<file path="config.mk">
export PLATFORM = sky130hd
export DESIGN_NAME = alu_seq_ctrl
export DESIGN_NICKNAME = d
export VERILOG_FILES = /design/src/rtl/alu_seq_ctrl.sv
export SDC_FILE = /design/constraint.sdc
export NUM_CORES = 1
export LEC_CHECK = 0
export BUFFER_PORTS_ARGS = -buffer_cell sky130_fd_sc_hd__buf_4
export CAP_MARGIN = 15
export CORE_ASPECT_RATIO = 0.7
export CORE_UTILIZATION = 30
export DETAILED_ROUTE_END_ITERATION = 12
export SYNTH_ARGS = -nofsm -noshare
export SYNTH_HDL_FRONTEND = slang
export SYNTH_SLANG_ARGS = --single-unit
</file>
<file path="constraint.sdc">
create_clock -name clk -period 2 [get_ports clk]
set_input_delay 0.2 -clock clk [delete_from_list [all_inputs] [get_ports clk]]
set_output_delay 0.2 -clock clk [all_outputs]
set_load 0.05 [all_outputs]
</file>
<file path="src/rtl/alu_seq_ctrl.sv">
// Multi-cycle sequencer that drives one external combinational 8-bit ALU to
// run an 8x8 shift-add multiply or a 16-bit add built from two chained byte adds.
module alu_seq_ctrl #(
  parameter bit CLR_ON_START = 1'b1
) (
  input  logic        clk,
  input  logic        rst_n,
  input  logic        start,
  input  logic        op,
  input  logic [15:0] opa,
  input  logic [15:0] opb,
  output logic        busy,
  output logic        done,
  output logic [15:0] result,
  output logic        carry,
  output logic [7:0]  alu_a,
  output logic [7:0]  alu_b,
  output logic [2:0]  alu_sel,
  output logic        alu_cin,
  input  logic [7:0]  alu_out,
  input  logic        alu_cout
);

  localparam logic [2:0] ALU_ADD = 3'b000;
  localparam logic [2:0] ALU_SHR = 3'b101;

  typedef enum logic [2:0] {
    S_IDLE  = 3'd0,
    S_M_ADD = 3'd1,
    S_M_SHR = 3'd2,
    S_A_LO  = 3'd3,
    S_A_HI  = 3'd4,
    S_DONE  = 3'd5
  } state_t;

  state_t      state_r, state_nxt_s;
  logic [15:0] opa_r, opb_r;
  logic [7:0]  hi_r, lo_r;
  logic        cf_r;
  logic [2:0]  iter_r;
  logic [15:0] result_r;
  logic        carry_r, busy_r, done_r;
  logic [7:0]  alu_a_s, alu_b_s;
  logic [2:0]  alu_sel_s;
  logic        alu_cin_s;

  // Next-state decode
  always_comb begin
    state_nxt_s = state_r;
    case (state_r)
      S_IDLE: begin
        if (start) begin
          state_nxt_s = op ? S_A_LO : S_M_ADD;
        end else begin
          state_nxt_s = S_IDLE;
        end
      end
      S_M_ADD: state_nxt_s = S_M_SHR;
      S_M_SHR: begin
        if (iter_r == 3'd7) begin
          state_nxt_s = S_DONE;
        end else begin
          state_nxt_s = S_M_ADD;
        end
      end
      S_A_LO:  state_nxt_s = S_A_HI;
      S_A_HI:  state_nxt_s = S_DONE;
      S_DONE:  state_nxt_s = S_IDLE;
      default: state_nxt_s = S_IDLE;
    endcase
  end

  // ALU operand/operation drive; IDLE and DONE present an all-zero add
  always_comb begin
    alu_a_s   = 8'h00;
    alu_b_s   = 8'h00;
    alu_sel_s = ALU_ADD;
    alu_cin_s = 1'b0;
    case (state_r)
      S_M_ADD: begin
        alu_a_s = hi_r;
        alu_b_s = lo_r[0] ? opa_r[7:0] : 8'h00;
      end
      S_M_SHR: begin
        alu_a_s   = hi_r;
        alu_sel_s = ALU_SHR;
      end
      S_A_LO: begin
        alu_a_s = opa_r[7:0];
        alu_b_s = opb_r[7:0];
      end
      S_A_HI: begin
        alu_a_s   = opa_r[15:8];
        alu_b_s   = opb_r[15:8];
        alu_cin_s = cf_r;
      end
      default: begin
        alu_a_s = 8'h00;
      end
    endcase
  end

  // State register, datapath registers and registered status outputs
  always_ff @(posedge clk or negedge rst_n) begin
    if (!rst_n) begin
      state_r  <= S_IDLE;
      opa_r    <= 16'h0000;
      opb_r    <= 16'h0000;
      hi_r     <= 8'h00;
      lo_r     <= 8'h00;
      cf_r     <= 1'b0;
      iter_r   <= 3'd0;
      result_r <= 16'h0000;
      carry_r  <= 1'b0;
      busy_r   <= 1'b0;
      done_r   <= 1'b0;
    end else begin
      state_r <= state_nxt_s;
      busy_r  <= (state_nxt_s != S_IDLE);
      done_r  <= (state_nxt_s == S_DONE);
      case (state_r)
        S_IDLE: begin
          if (start) begin
            opa_r  <= opa;
            opb_r  <= opb;
            iter_r <= 3'd0;
            hi_r   <= 8'h00;
            lo_r   <= opb[7:0];
            cf_r   <= 1'b0;
            if (CLR_ON_START) begin
              result_r <= 16'h0000;
              carry_r  <= 1'b0;
            end
          end
        end
        S_M_ADD: begin
          hi_r <= alu_out;
          cf_r <= alu_cout;
        end
        S_M_SHR: begin
          // The ALU shift inserts a zero; the adder carry is injected here.
          hi_r   <= {cf_r, alu_out[6:0]};
          lo_r   <= {hi_r[0], lo_r[7:1]};
          iter_r <= iter_r + 3'd1;
          if (iter_r == 3'd7) begin
            result_r <= {cf_r, alu_out[6:0], hi_r[0], lo_r[7:1]};
            carry_r  <= 1'b0;
          end
        end
        S_A_LO: begin
          result_r[7:0] <= alu_out;
          cf_r          <= alu_cout;
        end
        S_A_HI: begin
          result_r[15:8] <= alu_out;
          carry_r        <= alu_cout;
        end
        default: begin
          cf_r <= cf_r;
        end
      endcase
    end
  end

  assign busy    = busy_r;
  assign done    = done_r;
  assign result  = result_r;
  assign carry   = carry_r;
  assign alu_a   = alu_a_s;
  assign alu_b   = alu_b_s;
  assign alu_sel = alu_sel_s;
  assign alu_cin = alu_cin_s;

endmodule

</file>
==> impl_metrics.tcl <==
set metrics [dict create \
    first_iter_violations 165 \
    postRouteAntennaNets 0 \
    status "finished with violations" \
    cts_buffers 9 \
    drtPass1Iterations 4 \
    r2r-end "lo_r[0]$_DFFE_PN0P_" \
    fp.dieH_um 94.2 \
    rows 33 \
    crit_start "state_r[0]$_DFF_PN0_" \
    synthCells 358 \
    portBuffers 82 \
    nets 501 \
    synthesis.area_um2 3640 \
    maxCapViolCount 0 \
    dpl.cell_count 588 \
    grt_max_degree 43 \
    violations "negative setup slack" \
    gr-total-overflow 0 \
    finalCritPeriodShare_pct 101 \
    path_class "reg2out" \
    cts.reportedPaths.clkPinSlew_ns 0.06 \
    via_per_inst 4.75 \
    synth-edff-count 0 \
    drcViolationCount 0 \
    grt_pass1_wl_mm 16.2 \
    layout_setup_ws_ns -0.0271 \
    first_global_vias 2909 \
    instances_no_fill 615 \
    end_kind "primary output" \
    die_w_um 134 \
    antenna_found_initial 0 \
    core-area_um2 11800 \
    hpwl_mm 7.51 \
    min_from "opb[9]" \
    r2r_slack_ns 0.09 \
    utilization_pct 42.5 \
    yosysSeqAreaShare_pct 50.8 \
    synth_nets 405 \
    worst_ep_arrival_time_ns 1.83 \
    vdd_drop_max_uv 942 \
    period_needed_ns 2.03 \
    reg2reg_from "state_r[2]$_DFF_PN0_" \
    yosysWarnings 0 \
    vias 2924 \
    root_buffer "clkbuf_16" \
    critPathCapture "alu_b[3]" \
    top_level_ports 84 \
    drive_above_1_share_pct 36.5 \
    clk_latency_ns 0.33 \
    track_usage_pct 17.1 \
    routed_wl_mm 10.2 \
    min_path_type "in2reg" \
    path_max_fanout 8 \
    wl_per_cell_um 16.6 \
    place_ws_ns 0.0345 \
    cts_tree "done" \
    clock.fmax_ghz 0.493 \
    cp-start-kind "register" \
    gp_congestion 0.805 \
    rsz0062_at_grt "true" \
    synth_ff_type "dfrtp_1" \
    finClkSkew_ns 0.00578 \
    hold_viol_final 0 \
    synth.distinct_cells 37 \
    fill_cells 1149 \
    diodes 0 \
    setup_viol 1 \
    synthArstFlopShare_pct 100 \
    synth-seq-cells 74 \
    syn_avg_cell_area_um2 10.2 \
    start_util_pct 31.0 \
    clk_path_buf_depth 2 \
    power_uw 9540 \
    powerDensity_nw_per_um2 1910 \
    clock-sinks 74 \
    die_area_um2 12600 \
    syn2layout_area_growth_pct 37.2 \
    hold_slack_ns 0.0555 \
    final-max-slew-violation-count 0 \
    reg2regPathDepth 6 \
    htree_levels 3 \
    p_leak_uw 0.00254 \
    cp.required_ns 1.80 \
]
-- worst min path at each step --
stage | to | slack [ns] | depth (start not counted)
after floorplan | busy$_DFF_PN0_ | -0.1 | 0
after global placement | lo_r[2]$_DFFE_PN0P_ | 0.17 | 1
after detailed placement | lo_r[2]$_DFFE_PN0P_ | 0.18 | 1
after CTS | opb_r[9]$_DFFE_PN0P_ | 0.05 | 3
after global routing | opb_r[8]$_DFFE_PN0P_ | 0.07 | 3
final | opb_r[9]$_DFFE_PN0P_ | 0.06 | 3
-- report_power, final --
part | internal (µW) | switching [µW] | total [µW]
combinational | 2160 | 3040 | 5200
clock | 1060 | 583 | 1640
sequential | 2190 | 504 | 2690
-- layout by cell type, fill, tap and decap left out, types with 2 or more instances in the layout --
master     count
nor2_1         7
a222oi_1       8
buf_4         93
inv_1         17
a22o_1        12
dfrtp_1       72
clkbuf_8       3
a21oi_1        2
o21ai_0        6
buf_12         4
buf_6         12
o21a_1         2
ha_1           2
mux2_4         8
dfrtp_2        2
nor3b_4        2
nor3_1         8
nand2b_1      10
mux2_1         8
mux2_2        24
o21ai_1        4
mux2i_1        8
nand2_1      108
clkbuf_16     10
a22oi_1        8
-- kinds of logic (layout without fill, tap and decap cells) --
| family | after synthesis | count (layout) | synth area share, % |
|---|---|---|---|
| AOI/OAI and AO/OA | 48 | 48 | 10.6 |
| xor gates and xnor gates | 1 | 1 | 0.240 |
| adders and majority gates | 2 | 2 | 0.686 |
| buffers and inverters | 43 | 143 | 5.15 |
| DFF | 74 | 74 | 50.8 |
| muxes | 48 | 48 | 15.4 |
| other | 1 | 1 | 0.103 |
| and+or+nand+nor | 141 | 141 | 17.1 |
-- final cells by class --
class	instances	area, µm²	area share (%)
sequential	74	1850	37.1
multi-input combinational	241	1630	32.6
timing repair buffer	111	948	19.0
clock buffer	13	270	5.40
tap	157	196	3.93
inverter	17	63.8	1.28
clock inverter	2	35.0	0.701
-- repair_timing --
| action | CTS | global route |
|---|---|---|
| pin swaps | 1 | 7 |
| endpoints found under the hold margin | 32 | 0 |
| cloned | 0 | 1 |
| setup endpoints to repair | 16 | 22 |
| hold buffers | 1 | 0 |
| gates resized for setup | 12 | 11 |
| buffers inserted | 5 | 5 |
-- flip-flops by register name, indices dropped and copies added (netlist names) --
| name | cells |
|---|---|
| cf_r | 1 |
| result | 16 |
| done | 1 |
| opa_r | 16 |
| busy | 1 |
| lo_r | 8 |
| iter_r | 3 |
| state_r | 3 |
| carry | 1 |
| opb_r | 16 |
| hi_r | 8 |
-- synthesized netlist by cell type (all sizes together) (2+ instances only) --
| library cell | instances | area, µm² |
|---|---|---|
| nand2 | 108 | 405 |
| dfrtp | 74 | 1850 |
| mux2 | 40 | 480 |
| inv | 17 | 63.8 |
| buf | 16 | 86.3 |
| a22o | 12 | 105 |
| nand2b | 11 | 68.8 |
| o21ai | 11 | 66.3 |
| clkbuf | 10 | 37.5 |
| a222oi | 8 | 80.1 |
| a22oi | 8 | 60.1 |
| mux2i | 8 | 80.1 |
| nor3 | 8 | 40.0 |
| nor2 | 7 | 26.3 |
| a21oi | 3 | 26.3 |
| ha | 2 | 25.0 |
| nor3b | 2 | 31.3 |
| o21a | 2 | 15.0 |
-- per-stage QoR --
| stage | instance area, µm² | TNS [ns] |
|---|---|---|
| final | 5000 | -0.0271 |
| after global routing | 5000 | -0.561 |
| after CTS | 4900 | 0 |
| after detailed placement | 4510 | 0 |
| after global placement | 4510 | 0 |
| after floorplan | 3650 | -1.07 |
-- per-layer routing --
metal | GRT usage (%) | vias to the layer above | routed length, µm
li1 | - | 1408 | -
met2 | 24.2 | 97 | 4330
met4 | 3.69 | 0 | 63
met5 | 0 | - | 0
met3 | 4.75 | 4 | 719
met1 | 25.5 | 1415 | 5120
-- critical path, cell delays in order (launching register included) --
cell	delay (ns)
dfrtp_2	0.43
buf_6	0.13
nor4bb_1	0.12
buf_4	0.17
a222oi_1	0.36
inv_1	0.09
buf_4	0.20
No activity file was read; power rests on OpenSTA's default activity.
